===== config.mk =====
export PLATFORM = sky130hd
export DESIGN_NAME = fetch_stage
export DESIGN_NICKNAME = d
export VERILOG_FILES = /design/src/rtl/fetch_pkg.sv /design/src/rtl/fetch_skid_buf.sv /design/src/rtl/fetch_stage.sv
export SDC_FILE = /design/constraint.sdc
export NUM_CORES = 1
export LEC_CHECK = 0
export BUFFER_PORTS_ARGS = -buffer_cell sky130_fd_sc_hd__buf_4
export CORE_ASPECT_RATIO = 0.7
export CORE_MARGIN = 2
export CORE_UTILIZATION = 49
export DETAILED_ROUTE_END_ITERATION = 10
export MAX_ROUTING_LAYER = met4
export PLACE_DENSITY = 0.77
export SLEW_MARGIN = 10
export SYNTH_ARGS = -nofsm -noshare
export SYNTH_HDL_FRONTEND = slang
export SYNTH_SLANG_ARGS = --single-unit

===== constraint.sdc =====
create_clock -name i_clk -period 2.2 [get_ports i_clk]
set_input_delay 0.22 -clock i_clk [delete_from_list [all_inputs] [get_ports i_clk]]
set_output_delay 0.22 -clock i_clk [all_outputs]
set_load 0.1 [all_outputs]

===== src/rtl/fetch_pkg.sv =====
// Shared definitions for the instruction-fetch stage.
//   PC_W               : program counter width
//   NOP_INSTR_DEFAULT  : addi x0,x0,0, driven when no instruction is valid
//   ST_IDLE/REQ/WAIT   : fetch FSM state encodings
//   fetch_entry_t      : {pc, instr} pair held by the skid buffer
//   fetch_dbg_t        : bundle of internal state for checkers to bind to
package fetch_pkg;

  localparam int PC_W = 32;
  localparam logic [31:0] NOP_INSTR_DEFAULT = 32'h0000_0013;

  localparam logic [1:0] ST_IDLE = 2'd0;
  localparam logic [1:0] ST_REQ  = 2'd1;
  localparam logic [1:0] ST_WAIT = 2'd2;

  typedef struct packed {
    logic [PC_W-1:0] pc;
    logic [31:0]     instr;
  } fetch_entry_t;

  typedef struct packed {
    logic [1:0] state;
    logic       kill;
    logic       buf_full;
    logic       misaligned;
  } fetch_dbg_t;

endpackage


===== src/rtl/fetch_skid_buf.sv =====
// One-entry hold buffer for a completed fetch that downstream could not take.
// Ports:
//   i_clk, i_rst : clock, synchronous active-high reset
//   i_clear      : drop the held entry (highest priority)
//   i_push       : capture i_entry
//   i_pop        : release the held entry
//   i_entry      : {pc, instr} to capture
//   o_full       : an entry is held
//   o_entry      : the held entry
module fetch_skid_buf
  import fetch_pkg::*;
(
  input  logic         i_clk,
  input  logic         i_rst,
  input  logic         i_clear,
  input  logic         i_push,
  input  logic         i_pop,
  input  fetch_entry_t i_entry,
  output logic         o_full,
  output fetch_entry_t o_entry
);

  logic         r_full;
  fetch_entry_t r_entry;

  always_ff @(posedge i_clk) begin
    if (i_rst) begin
      r_full  <= 1'b0;
      r_entry <= '0;
    end else if (i_clear) begin
      r_full <= 1'b0;
    end else if (i_push) begin
      r_full  <= 1'b1;
      r_entry <= i_entry;
    end else if (i_pop) begin
      r_full <= 1'b0;
    end
  end

  assign o_full  = r_full;
  assign o_entry = r_entry;

endmodule


===== src/rtl/fetch_stage.sv =====
// IF stage: owns the PC, issues one instruction-memory request at a time and
// drives a registered {pc, instruction, pc+4, valid} into the IF/ID register.
// A stalled completion is parked in a one-entry skid buffer; a redirect kills
// in-flight work and restarts fetch at a new PC.
//
// Optional build macro: FETCH_ALIGN_CHECK_EN
//   defined   : a redirect to a non word-aligned PC raises o_misaligned (sticky
//               until reset or the next aligned redirect) and fetch halts.
//   undefined : o_misaligned is 0 and redirect targets are forced word-aligned.
//
// Handshakes:
//   Request : o_imem_req is held with o_imem_addr until a cycle with
//             i_imem_ready=1; that cycle is the transfer. Only one request is
//             ever outstanding.
//   Response: i_imem_rvalid is a one-cycle pulse carrying i_imem_rdata, at least
//             one cycle after acceptance. It is consumed only in WAIT, or as the
//             stale response of a killed request.
//   Output  : o_valid pulses for exactly one cycle per delivered instruction;
//             when low, o_pc=0, o_instruction=NOP_INSTR, o_pc_plus_4=4.
//
// Ports:
//   i_clk, i_rst        : clock, synchronous active-high reset
//   i_stall             : downstream cannot accept
//   i_redirect          : restart at i_redirect_pc (wins over i_stall)
//   i_redirect_pc       : redirect target
//   o_imem_req/addr     : instruction memory request
//   i_imem_ready        : request accepted
//   i_imem_rvalid/rdata : instruction memory response
//   o_pc, o_instruction, o_pc_plus_4, o_valid : IF/ID outputs
//   o_misaligned        : misaligned redirect flag
module fetch_stage
  import fetch_pkg::*;
#(
  parameter logic [31:0] RESET_PC  = 32'h0000_0000,
  parameter logic [31:0] NOP_INSTR = NOP_INSTR_DEFAULT
) (
  input  logic            i_clk,
  input  logic            i_rst,
  input  logic            i_stall,
  input  logic            i_redirect,
  input  logic [PC_W-1:0] i_redirect_pc,
  output logic            o_imem_req,
  output logic [PC_W-1:0] o_imem_addr,
  input  logic            i_imem_ready,
  input  logic            i_imem_rvalid,
  input  logic [31:0]     i_imem_rdata,
  output logic [PC_W-1:0] o_pc,
  output logic [31:0]     o_instruction,
  output logic [PC_W-1:0] o_pc_plus_4,
  output logic            o_valid,
  output logic            o_misaligned
);

  logic [1:0]      r_state;
  logic [PC_W-1:0] r_pc;
  logic            r_kill;
  logic            r_misaligned;

  logic [PC_W-1:0] r_out_pc;
  logic [31:0]     r_out_instr;
  logic [PC_W-1:0] r_out_pc4;
  logic            r_out_valid;

  logic            w_buf_full;
  fetch_entry_t    w_buf_entry;
  fetch_entry_t    w_new_entry;
  logic            w_req;
  logic            w_accept;
  logic            w_resp;
  logic            w_deliver;
  logic            w_push;
  logic            w_pop;
  logic [PC_W-1:0] w_target;
  logic            w_target_bad;
  fetch_dbg_t      w_dbg;

`ifdef FETCH_ALIGN_CHECK_EN
  assign w_target     = i_redirect_pc;
  assign w_target_bad = |i_redirect_pc[1:0];
`else
  logic w_unused_lo;
  assign w_unused_lo  = ^i_redirect_pc[1:0];
  assign w_target     = {i_redirect_pc[PC_W-1:2], 2'b00};
  assign w_target_bad = 1'b0;
`endif

  // A request waits while a word is parked, while a killed response is still
  // due (so that response cannot be taken for the new one), or while halted
  // on a misaligned target.
  assign w_req     = (r_state == ST_REQ) && !w_buf_full && !r_kill && !r_misaligned;
  assign w_accept  = w_req && i_imem_ready;
  assign w_resp    = (r_state == ST_WAIT) && i_imem_rvalid && !r_kill;
  assign w_deliver = w_resp && !i_redirect && !i_stall;
  assign w_push    = w_resp && !i_redirect && i_stall;
  assign w_pop     = w_buf_full && !i_stall && !i_redirect;

  assign w_new_entry.pc    = r_pc;
  assign w_new_entry.instr = i_imem_rdata;

  fetch_skid_buf u_skid (
    .i_clk   (i_clk),
    .i_rst   (i_rst),
    .i_clear (i_redirect),
    .i_push  (w_push),
    .i_pop   (w_pop),
    .i_entry (w_new_entry),
    .o_full  (w_buf_full),
    .o_entry (w_buf_entry)
  );

  // Fetch FSM, PC and kill tracking.
  always_ff @(posedge i_clk) begin
    if (i_rst) begin
      r_state      <= ST_IDLE;
      r_pc         <= RESET_PC;
      r_kill       <= 1'b0;
      r_misaligned <= 1'b0;
    end else if (i_redirect) begin
      r_state      <= ST_REQ;
      r_pc         <= w_target;
      r_misaligned <= w_target_bad;
      // Kill is needed whenever a response is still owed: waiting without
      // rvalid, accepting this very cycle, or an older kill not yet drained.
      r_kill       <= ((r_state == ST_WAIT) && !i_imem_rvalid) || w_accept ||
                      (r_kill && !i_imem_rvalid);
    end else begin
      if (r_kill && i_imem_rvalid) begin
        r_kill <= 1'b0;
      end
      case (r_state)
        ST_IDLE: r_state <= ST_REQ;
        ST_REQ: begin
          if (w_accept) begin
            r_state <= ST_WAIT;
          end
        end
        ST_WAIT: begin
          if (w_resp) begin
            r_pc    <= r_pc + 32'd4;
            r_state <= ST_REQ;
          end
        end
        default: r_state <= ST_IDLE;
      endcase
    end
  end

  // IF/ID output register: non-valid cycles carry the reset values.
  always_ff @(posedge i_clk) begin
    if (i_rst) begin
      r_out_valid <= 1'b0;
      r_out_pc    <= '0;
      r_out_instr <= NOP_INSTR;
      r_out_pc4   <= 32'd4;
    end else if (w_deliver) begin
      r_out_valid <= 1'b1;
      r_out_pc    <= r_pc;
      r_out_instr <= i_imem_rdata;
      r_out_pc4   <= r_pc + 32'd4;
    end else if (w_pop) begin
      r_out_valid <= 1'b1;
      r_out_pc    <= w_buf_entry.pc;
      r_out_instr <= w_buf_entry.instr;
      r_out_pc4   <= w_buf_entry.pc + 32'd4;
    end else begin
      r_out_valid <= 1'b0;
      r_out_pc    <= '0;
      r_out_instr <= NOP_INSTR;
      r_out_pc4   <= 32'd4;
    end
  end

  assign w_dbg.state      = r_state;
  assign w_dbg.kill       = r_kill;
  assign w_dbg.buf_full   = w_buf_full;
  assign w_dbg.misaligned = r_misaligned;

  assign o_imem_req    = w_req;
  assign o_imem_addr   = r_pc;
  assign o_pc          = r_out_pc;
  assign o_instruction = r_out_instr;
  assign o_pc_plus_4   = r_out_pc4;
  assign o_valid       = r_out_valid;
  assign o_misaligned  = r_misaligned;

endmodule


==> reports/summary.txt <==
status - completed
pin count of the biggest net entering global routing - 108
Worst-Margin Slew - 0.598 ns
Worst-Skew Late Latency - 0.44 ns
Cell Rows - 40
cell area after synthesis - 8400 um2
hold crit path type - in -> reg
Sink Count - 189
CTS Buf Count - 17
Max Clk Rate - 464 MHz
Area Overhead vs Synth - 29.9%
First-pass DRT Iterations - 5
H-tree depth - 4
via count - 8259
Leak - 3.98 nW
# IOs - 201
Worst EP arrival - 2.46 ns
total die area - 18200 um2
clk buf depth - 2
syn_area_per_cell - 7.99 um2
Layout fillers - 1424
routed wire length - 26100 um
number of nets with antenna violations after routing - 0
Worst VDD drop - 0.461 mV
Final Slew Violations - 0
CP required - 2.50 ns
Pwr per Cell Area - 703 nW/um2
Die Span Y - 114 um
vias in the first global route - 7478
top-count cell post-synth - nand2_1
crit-path max FO - 15
first-pass GRT wire length - 40300 um
Post-synth top cells - nand2_1, dfxtp_1, a21oi_1
Antenna diodes - 0
sequential-to-total area share from yosys stat - 45.0%
CP endpoint kind - register
Final WS setup - 0.0435 ns
Tmin final - 2.16 ns
final global-route overflow total - 0
Worst-path clk slew - 0.07 ns
initial antenna violation count - 0
Placer Congestion - 0.907
wire per inst - 17.9 um
period utilization - 98.0%
Max transition margin - 60.0%
I/O Buffers - 191
Async S/R FF share, synth - 0%
drc violations - 0
top post-synthesis cells by area - dfxtp_1, nand2_1, a21oi_1
Post-synth top flop - dfxtp_1
TritonCTS clock tree - done
Initial DRC Count - 881
top-area cell type share of the netlist area - 45.0%
clk_skew - 0.0137 ns
share of post-route cells with drive strength above 1 - 26.6%
crit start category - register
final hold violation count - 0
Netlist cell types - 58
final net count - 1288
Synth warnings - 0
drt via density - 5.66
Initial Utilization - 49.5%
placed wire-length estimate - 17500 um
Post-Syn Instances - 1052
setup violators final - 0
dpl ws - 0.112 ns
Core Region - 17000 um2
die width - 161 um
Clock Tree Root - clkbuf_16
EDFF count, synth - 0
register bit total from synthesis - 189
total track usage - 29.0%
max cap viols - 0
dominant cell type by area after synthesis - dfxtp_1
total power - 7.68 mW
CP Class - reg -> reg
==> critical path, stage by stage, from the launching register on <==
cell and delay (ns):
dfxtp_1 0.40, nand3_1 0.14, or4_4 0.66, buf_4 0.19, o31a_2 0.34, o21ai_0 0.19
a21oi_1 0.09
==> logic make-up after synthesis <==
family / count (synthesis) / synth area share [%]
other: 1 / 0.0446
flip-flops: 189 / 45.0
multiplexers: 7 / 0.863
buffers and inverters: 120 / 6.86
XOR/XNOR: 55 / 5.73
AO/OA/AOI/OAI: 225 / 16.2
AND/OR/NAND/NOR: 453 / 25.0
adder cells (fa/ha/maj): 2 / 0.298
==> layer usage <==
| layer | vias to the layer above | share of wire, % | GRT usage [%] |
|---|---|---|---|
| li1 | 3934 | - | - |
| met1 | 3840 | 45 | 40.5 |
| met2 | 432 | 43 | 42.3 |
| met3 | 53 | 9.4 | 4.84 |
| met4 | 0 | 2.3 | 10.6 |
| met5 | - | 0 | - |
==> final timing paths <==
check                          start            endpoint  slack [ns]  cells after the start
setup / recovery  u_skid.o_entry[48]     o_pc_plus_4[23]        0.04                      6
hold / removal      i_redirect_pc[5]      o_imem_addr[5]        0.01                      3
setup reg to reg  u_skid.o_entry[48]     o_pc_plus_4[23]        0.04                      6
hold reg to reg   u_skid.o_entry[19]  u_skid.o_entry[19]        0.46                      2
==> registers in the layout, indices dropped and copies added, names as in the netlist <==
name            cells
u_skid.o_full       1
o_pc               30
u_skid.o_entry     62
r_state             2
o_imem_addr        30
r_kill              1
o_pc_plus_4        30
o_instruction      32
o_valid             1
==> layout make-up <==
type                    count  area [um2]  area share, %
clock inverters            14         218           1.99
flip-flops and latches    189        3850           35.3
multi-input cells         749        4150           38.0
inverters                  13        48.8          0.447
clock buffers              18         439           4.02
repair buffers            246        1920           17.6
well taps                 231         289           2.65
==> stage by stage <==
step	setup TNS [ns]	area, um2	util [%]	std cells	hold WS (ns)
floorplan	-0.00371	8550	-	1058	0.343
global placement	0	10200	60.1	1423	0.441
detailed placement	0	10200	60.1	1423	0.446
CTS	0	10900	64.1	1458	0.00301
global route	-0.0300	10900	64.3	1460	0.00544
finish	0	10900	64.3	1460	0.00958
==> layout by cell type, fill, tap and decap left out, types with 6 or more instances in the layout <==
cell,instances
o22ai_1,6
nor4_1,29
dfxtp_1,164
xnor2_1,47
buf_4,238
and4_1,8
a22oi_1,34
nand4_1,22
and3_1,7
o21ai_0,20
nor3_1,18
nand2b_1,7
conb_1,7
clkbuf_16,17
inv_1,12
a211oi_1,15
nand3_1,28
nand2_1,225
xor2_1,8
nor2_1,73
dfxtp_4,15
dfxtp_2,10
a21oi_1,116
==> power by group <==
| part | total [mW] | internal, mW | switching [mW] |
|---|---|---|---|
| sequential | 3.55 | 3.46 | 0.0929 |
| clock | 3.38 | 1.80 | 1.58 |
| combinational | 0.752 | 0.223 | 0.529 |
| total | 7.68 | 5.48 | 2.20 |
==> repair_timing <==
| item | 4_1_cts | 5_1_grt |
|---|---|---|
| resized for setup | 0 | 3 |
| buffers inserted | 0 | 2 |
| endpoints found under the setup margin | 0 | 4 |
| hold buffers | 3 | 0 |
| endpoints found under the hold margin | 3 | 0 |
No activity file was read; power rests on OpenSTA's default activity.
